**src/rtl/mult_div_unit.sv**
```systemverilog
// Iterative MULT/MULTU/DIV/DIVU unit with architectural HI/LO registers.
// Optional MDU_EARLY_OUT_EN: multiplies stop once the remaining multiplier is zero.
module mult_div_unit #(
    parameter int WIDTH = 32
) (
    input  logic             clk,
    input  logic             rst,
    input  logic             start,
    input  logic [1:0]       op,
    input  logic [WIDTH-1:0] rs_data,
    input  logic [WIDTH-1:0] rt_data,
    input  logic             mthi,
    input  logic             mtlo,
    output logic             busy,
    output logic             done,
    output logic [WIDTH-1:0] hi,
    output logic [WIDTH-1:0] lo
);

    localparam int CW = $clog2(WIDTH);
    localparam logic [CW-1:0] LAST = CW'(WIDTH - 1);

    localparam logic [1:0] S_IDLE = 2'd0;
    localparam logic [1:0] S_RUN  = 2'd1;
    localparam logic [1:0] S_FIX  = 2'd2;

    logic [1:0]         state;
    logic               is_div;
    logic               neg_q;
    logic               neg_r;
    logic               div_zero;
    logic [CW-1:0]      cnt;
    logic [2*WIDTH-1:0] a_reg;
    logic [WIDTH-1:0]   b_reg;
    logic [2*WIDTH-1:0] acc;

    logic               rs_neg;
    logic               rt_neg;
    logic [WIDTH-1:0]   rs_mag;
    logic [WIDTH-1:0]   rt_mag;

    logic [2*WIDTH-1:0] a_nxt;
    logic [WIDTH-1:0]   b_nxt;
    logic [2*WIDTH-1:0] acc_nxt;
    logic [WIDTH:0]     sh;
    logic [WIDTH:0]     diff;
    logic               q_bit;

    logic [2*WIDTH-1:0] prod;
    logic [WIDTH-1:0]   quo;
    logic [WIDTH-1:0]   rem;
    logic [WIDTH-1:0]   hi_fix;
    logic [WIDTH-1:0]   lo_fix;

    logic               early;
    logic               run_exit;

    // op[0]=1 selects the unsigned variants, which take raw operands
    assign rs_neg = ~op[0] & rs_data[WIDTH-1];
    assign rt_neg = ~op[0] & rt_data[WIDTH-1];
    assign rs_mag = rs_neg ? -rs_data : rs_data;
    assign rt_mag = rt_neg ? -rt_data : rt_data;

    // Multiply: a_reg is the shifting multiplicand, b_reg the multiplier,
    // acc the product. Divide: a_reg[W-1:0] shifts dividend out and
    // quotient in, b_reg is the divisor, acc[W-1:0] the partial remainder.
    always_comb begin
        a_nxt   = a_reg;
        b_nxt   = b_reg;
        acc_nxt = acc;
        sh      = '0;
        diff    = '0;
        q_bit   = 1'b0;
        if (is_div) begin
            sh      = {acc[WIDTH-1:0], a_reg[WIDTH-1]};
            diff    = sh - {1'b0, b_reg};
            q_bit   = ~diff[WIDTH];
            acc_nxt = {{WIDTH{1'b0}}, (q_bit ? diff[WIDTH-1:0] : sh[WIDTH-1:0])};
            a_nxt   = {{WIDTH{1'b0}}, a_reg[WIDTH-2:0], q_bit};
        end else begin
            if (b_reg[0]) begin
                acc_nxt = acc + a_reg;
            end
            a_nxt = a_reg << 1;
            b_nxt = b_reg >> 1;
        end
    end

`ifdef MDU_EARLY_OUT_EN
    assign early = ~is_div & (b_nxt == '0);
`else
    assign early = 1'b0;
`endif

    assign run_exit = (cnt == LAST) | early;

    always_comb begin
        prod   = neg_q ? -acc : acc;
        quo    = a_reg[WIDTH-1:0];
        rem    = acc[WIDTH-1:0];
        hi_fix = prod[2*WIDTH-1:WIDTH];
        lo_fix = prod[WIDTH-1:0];
        if (is_div) begin
            hi_fix = neg_r ? -rem : rem;
            lo_fix = div_zero ? '1 : (neg_q ? -quo : quo);
        end
    end

    always_ff @(posedge clk or posedge rst) begin
        if (rst) begin
            state    <= S_IDLE;
            is_div   <= 1'b0;
            neg_q    <= 1'b0;
            neg_r    <= 1'b0;
            div_zero <= 1'b0;
            cnt      <= '0;
            a_reg    <= '0;
            b_reg    <= '0;
            acc      <= '0;
            hi       <= '0;
            lo       <= '0;
            done     <= 1'b0;
        end else begin
            done <= 1'b0;
            unique case (state)
                S_IDLE: begin
                    if (start) begin
                        state    <= S_RUN;
                        is_div   <= op[1];
                        neg_q    <= rs_neg ^ rt_neg;
                        neg_r    <= rs_neg;
                        div_zero <= (rt_data == '0);
                        cnt      <= '0;
                        a_reg    <= {{WIDTH{1'b0}}, rs_mag};
                        b_reg    <= rt_mag;
                        acc      <= '0;
                    end else begin
                        if (mthi) hi <= rs_data;
                        if (mtlo) lo <= rs_data;
                    end
                end
                S_RUN: begin
                    a_reg <= a_nxt;
                    b_reg <= b_nxt;
                    acc   <= acc_nxt;
                    cnt   <= cnt + 1'b1;
                    if (run_exit) state <= S_FIX;
                end
                S_FIX: begin
                    hi    <= hi_fix;
                    lo    <= lo_fix;
                    done  <= 1'b1;
                    state <= S_IDLE;
                end
                default: state <= S_IDLE;
            endcase
        end
    end

    assign busy = (state != S_IDLE);

endmodule
```
**config.mk**
```make
export PLATFORM = sky130hd
export DESIGN_NAME = mult_div_unit
export DESIGN_NICKNAME = d
export VERILOG_FILES = /design/src/rtl/mult_div_unit.sv
export SDC_FILE = /design/constraint.sdc
export NUM_CORES = 1
export LEC_CHECK = 0
export BUFFER_PORTS_ARGS = -buffer_cell sky130_fd_sc_hd__buf_2
export CAP_MARGIN = 0
export CORE_UTILIZATION = 35
export DETAILED_ROUTE_END_ITERATION = 10
export GPL_TIMING_DRIVEN = 0
export PLACE_DENSITY = 0.6
export SLEW_MARGIN = 20
export SYNTH_ARGS = -nofsm -noshare
export SYNTH_HDL_FRONTEND = slang
export SYNTH_SLANG_ARGS = --single-unit
```
**constraint.sdc**
```tcl
create_clock -name clk -period 11.8 [get_ports clk]
set_input_delay 2.36 -clock clk [delete_from_list [all_inputs] [get_ports clk]]
set_output_delay 2.36 -clock clk [all_outputs]
set_load 0.05 [all_outputs]
```
Yosys cells after proc, flatten, opt, wreduce, memory -nomap -nowiden
Index checks and enable logic that the tools add are counted.
{"block": "word_totals", "regBits": 236, "inputBits": 71, "output_inout_bits": 66, "wordCells": 78}
{"block": "classes", "n_addsub": 8, "n_eq_ne": 10, "mux": 31, "n_bitwise": 5, "n_reduce_logical": 12}
{"operator": "32-bit two-way mux", "count": 14}
{"operator": "64-bit two-way mux", "count": 6}
{"operator": "64-bit one-hot mux with 2 select lines", "count": 2}
{"operator": "32-bit one-hot mux with 2 select lines", "count": 3}
{"operator": "32-bit negator", "count": 4}
{"operator": "64-bit adder", "count": 1}
{"operator": "64-bit negator", "count": 1}
{"operator": "33-bit by 32-bit subtractor with 33-bit output", "count": 1}
{"operator": "32-bit zero test", "count": 1}
{"operator": "2-bit != test, second input constant", "count": 6}
{"operator": "3-bit AND reduction", "count": 4}
{"operator": "5-bit one-hot mux with 2 select lines", "count": 1}
{"operator": "2-bit AND reduction", "count": 3}
{"operator": "2-bit nonzero test", "count": 3}
{"operator": "5-bit by 1-bit adder with 5-bit output, second input constant", "count": 1}
{"operator": "5-bit == test, second input constant", "count": 1}
{"operator": "5-bit two-way mux", "count": 1}
{"operator": "2-bit two-way mux", "count": 2}
{"operator": "2-bit one-hot mux with 2 select lines", "count": 1}
{"operator": "3-bit != test, second input constant", "count": 1}
{"operator": "1-bit AND", "count": 2}
{"operator": "2-bit by 1-bit == test with 1-bit output, second input constant", "count": 1}
{"operator": "2-bit == test, second input constant", "count": 1}
{"operator": "2-bit zero test", "count": 1}
{"operator": "3 further kinds", "count": 4}

Longest topological paths before layout
{"block": "depth", "depth_word": 5, "depth_mapped": 15}

Worst setup path after synthesis
OpenSTA, ideal clock, no wires.
{"block": "synth_timing", "kind": "input port to flip-flop", "startpoint": "in rs_data[6]", "endpoint": "reg a_reg[29]", "setup_ns": 0.135, "t_arrival_ns": 4.757, "required_ns": 11.665, "setup_slack_ns": 6.908, "path_stages": 10, "path_buffers": 1, "cell_sequence": "or4_1 > or3_1 > or4_1 > nor2_1 > and2_1 > clkbuf_1 > nand2_1 > o41ai_1 > xor2_1 > o21ai_0"}
{"block": "synth_between", "elab_chain_cells": 4}
{"item": "start: declaration", "line_no": "10", "rtl": "input logic [WIDTH-1:0] rs_data,"}
{"item": "32-bit negator", "line_no": "61", "rtl": "assign rs_mag = rs_neg ? -rs_data : rs_data;"}
{"item": "32-bit two-way mux", "line_no": "61"}
{"item": "64-bit two-way mux", "line_no": "127", "rtl": "if (start) begin"}
{"item": "64-bit one-hot mux with 2 select lines", "line_no": "125", "rtl": "unique case (state)"}
{"item": "end signal: assignment", "line_no": "134", "rtl": "a_reg <= {{WIDTH{1'b0}}, rs_mag};"}
{"item": "end signal: assignment", "line_no": "143", "rtl": "a_reg <= a_nxt;"}
{"item": "end: declaration", "line_no": "33", "rtl": "logic [2*WIDTH-1:0] a_reg;"}
No other way between the ends. The select of a mux whose other input is x is not followed.
A chain may end at the register's enable or synchronous reset.

Worst setup path in the final report
{"block": "layout_timing", "startpoint": "reg a_reg[31]", "endpoint": "reg acc[30]"}
{"block": "layout_between", "elab_chain_cells": 4}
{"item": "33-bit by 32-bit subtractor with 33-bit output", "line_no": "76", "rtl": "diff = sh - {1'b0, b_reg};"}
{"item": "32-bit two-way mux", "line_no": "78", "rtl": "acc_nxt = {{WIDTH{1'b0}}, (q_bit ? diff[WIDTH-1:0] : sh[WIDTH-1:0])};"}
{"item": "64-bit two-way mux", "line_no": "74", "rtl": "if (is_div) begin"}
{"item": "64-bit one-hot mux with 2 select lines", "line_no": "125"}
{"item": "end signal: assignment", "line_no": "145", "rtl": "acc <= acc_nxt;"}
{"item": "end: declaration", "line_no": "35", "rtl": "logic [2*WIDTH-1:0] acc;"}
No other way between the ends.

==> key figures <==
Yosys
  • Synthesis-stage register bit count: 236
  • Number of flops mapped to enable cells by yosys: 0
  • Async set or reset register ratio after synthesis: 1.000
  • Largest area contributor in the netlist: dfrtp_1
  • YS warnings: 0
  • Yosys top cell area share: 0.2988
  • Largest family of logic cells by synthesized area: compound AO/OA/AOI/OAI gates
  • Simple-gate share of the synthesized area: 0.1720
  • Synth Area in XOR/XNOR: 0.1103
  • Synth top area cells: dfrtp_1, o21ai_0, xnor2_1
  • Adder-cell share of the synthesized area: 0.06596
  • Post-synthesis cell type count: 80
  • Syn Inst Count: 2,502
  • Cell area after synthesis: 19,770 µm²
  • Sequential area share after synthesis: 0.2988
  • Most frequent cell after synthesis: o21ai_0
  • Syn_area_per_cell: 7.900 µm²
  • Compound-Gate Fraction of Synth Area: 0.2833
  • Synth top cells by count: o21ai_0, nand2_1, dfrtp_1
  • Net Count, Synth: 2,676
  • Top_reg_cell synth: dfrtp_1
  • Fraction of synthesized area in multiplexers: 0.02133

Critical path
  • Critical Path AT: 5.78 ns
  • Setup crit start kind: flop
  • R2R Path End: acc[30]
  • Critical Path Fanout Max: 10
  • Critical path origin: a_reg[31]
  • CP Capture Type: flop
  • Worst Reg-to-Reg Cells: 15
  • WS Path Type: flop to flop
  • R2r setup slk: 6.47 ns
  • Worst reg2reg path startpoint: a_reg[31]
  • Worst endpoint required time: 12.25 ns

Die
  • Rows: 86
  • Die area: 57,430 µm²
  • Die height: 239.6 µm
  • Chip Width: 239.6 µm
  • Core Area: 55,420 µm²
  • Ports: 137
  • Starting density of the core: 0.3567

Timing
  • Setup violations, final: 0
  • Final-report max-slew violation count: 0
  • Minimum clock period: 5.329 ns
  • Worst Tran Pin Value: 1.076 ns
  • RSZ-0062 raised after global routing: false
  • Total negative slack: 0 ns
  • Tcrit/Tclk final: 0.4516
  • Worst clock skew: 0.03318 ns
  • Final Hold Viols: 0
  • PnR worst setup slack: 6.471 ns
  • Max Clk Rate: 187.6 MHz
  • Slew HR: 0.2825

Flow run
  • Max Cap Viol: 0

CTS
  • Setup Buffers After CTS: 0
  • Root buf cell: clkbuf_16
  • Longest Clk Path Bufs: 3
  • Post-CTS resize count: 0
  • Worst skew pair latency: 0.61 ns
  • TritonCTS Buffers: 31
  • Hold_buf cts: 0
  • CTS sink cnt: 236
  • CTS tree: yes
  • Clk pin slew, worst setup/hold paths: 0.07 ns
  • Htree depth: 1

Routing
  • Routed vias: 19.84k
  • DRC viols: 0
  • Vias/cell: 5.761
  • Avg WL per Cell: 22.95 µm
  • TritonRoute pass-1 iters: 6
  • DR iter-0 viols: 1,877
  • Routed Antenna Nets: 0
  • Routed WL: 79,030 µm

Place
  • HPWL after DPL: 63,310 µm
  • Placed Area: 21,460 µm²
  • Gpl congestion: 0.9871
  • Worst slack, placed: 6.216 ns
  • I/O Buffers: 134

Hold path
  • Hold Path Depth: 2
  • Min-delay src: lo[22]
  • Hold Path Class: flop to flop
  • Hold endpoint: lo[22]

Cells and area
  • P&R area growth vs syn: 13.86%
  • Layout net count: 2,846
  • Layout cells sized above 1: 0.08605
  • Final instance area: 22,510 µm²
  • ANT cells: 0

Outcome
  • Outcome: finished clean

Power
  • Pwr dens: 320.9 nW/µm²
  • Comb pwr share: 0.653
  • Clk pwr share: 0.136
  • Switching share of power: 0.5517
  • Sw power: 3.985 mW
  • Register share of total power: 0.211
  • Leak: 9.349 nW
  • Power Internal: 3.238 mW
  • Maximum vdd drop: 0.1391 mV

Global routing
  • Grt total ovfl: 0
  • Vias in the first global route: 18.68k
  • Antenna violations before repair: 0
  • Total global routing track utilization: 0.2696
  • First-pass GRT wire length: 117,100 µm
  • Largest net degree at the start of global routing: 104
## stage by stage
stage | utilization | cells | power (mW) | hold WS [ns]
global placement | 0.3857 | 3384 | 6.100 | 0.4637
floorplan | - | 2502 | 4.691 | 0.4494
global route | 0.4061 | 3444 | 7.703 | 0.4944
CTS | 0.4061 | 3444 | 7.166 | 0.4789
detailed placement | 0.3873 | 3387 | 6.161 | 0.4656
finish | 0.4061 | 3444 | 7.223 | 0.4725
## worst max path at each step
stage / to / slack (ns) / cells after the start
2_1_floorplan: a_reg[0] / 2.97 / 1
3_3_place_gp: b_reg[3] / 0.19 / 2
3_5_place_dp: b_reg[30] / 6.22 / 11
4_1_cts: acc[30] / 6.38 / 15
5_1_grt: acc[30] / 6.07 / 15
6_report: acc[30] / 6.47 / 15
## worst max-delay path, cell delays in order (launching register included)
cell	delay, ns
dfrtp_1	0.52
inv_1	0.17
ha_1	0.32
fa_1	0.41
nor2b_1	0.21
o31ai_1	0.16
a211oi_1	0.58
nand3_1	0.22
a311o_1	0.39
and2_1	0.17
a311oi_1	0.46
clkbuf_1	0.40
clkbuf_1	0.69
nor3_1	0.09
mux2i_1	0.27
nand3_1	0.11
## metal layers
metal,track usage,part of all wire,up-vias
met1,0.3771,0.46,9641
li1,-,-,9407
met5,0,0,-
met3,0.02570,0.054,108
met4,0.09207,0.033,0
met2,0.4316,0.45,686
## layout by cell type (no fill, tap or decap), types with 82 or more instances in the layout
cell type / Yosys / final
buf_2: 2 / 136
nor2_1: 171 / 170
dfrtp_1: 236 / 236
a21oi_1: 232 / 232
nand2_1: 270 / 270
ha_1: 101 / 101
o21ai_0: 290 / 290
xor2_1: 88 / 88
clkbuf_1: 146 / 146
inv_1: 83 / 82
xnor2_1: 161 / 161
## power groups by stage
stage	logic (mW)	registers, mW	clock network [mW]
after floorplan	2.96	1.73	0
after global placement	4.59	1.51	0
after detailed placement	4.64	1.52	0
after CTS	4.66	1.51	0.997
after global routing	5.13	1.55	1.02
final	4.71	1.53	0.984
## final cells by class
class | instances | area, µm²
inverter | 84 | 322.8
multi-input combinational | 2014 | 12930
clock inverter | 21 | 197.7
sequential | 236 | 5906
tap | 748 | 935.9
timing repair buffer | 137 | 733.2
fill | 5678 | 32910
clock buffer | 36 | 844.6
buffer | 168 | 640.6
## logic make-up after synthesis
logic type,count (synthesis)
mux,42
xor+xnor,249
fa+ha+maj,103
flops,236
buf+inv,252
simple gates,718
compound gates,902
Note: power is estimated with default switching activity, not from simulation.
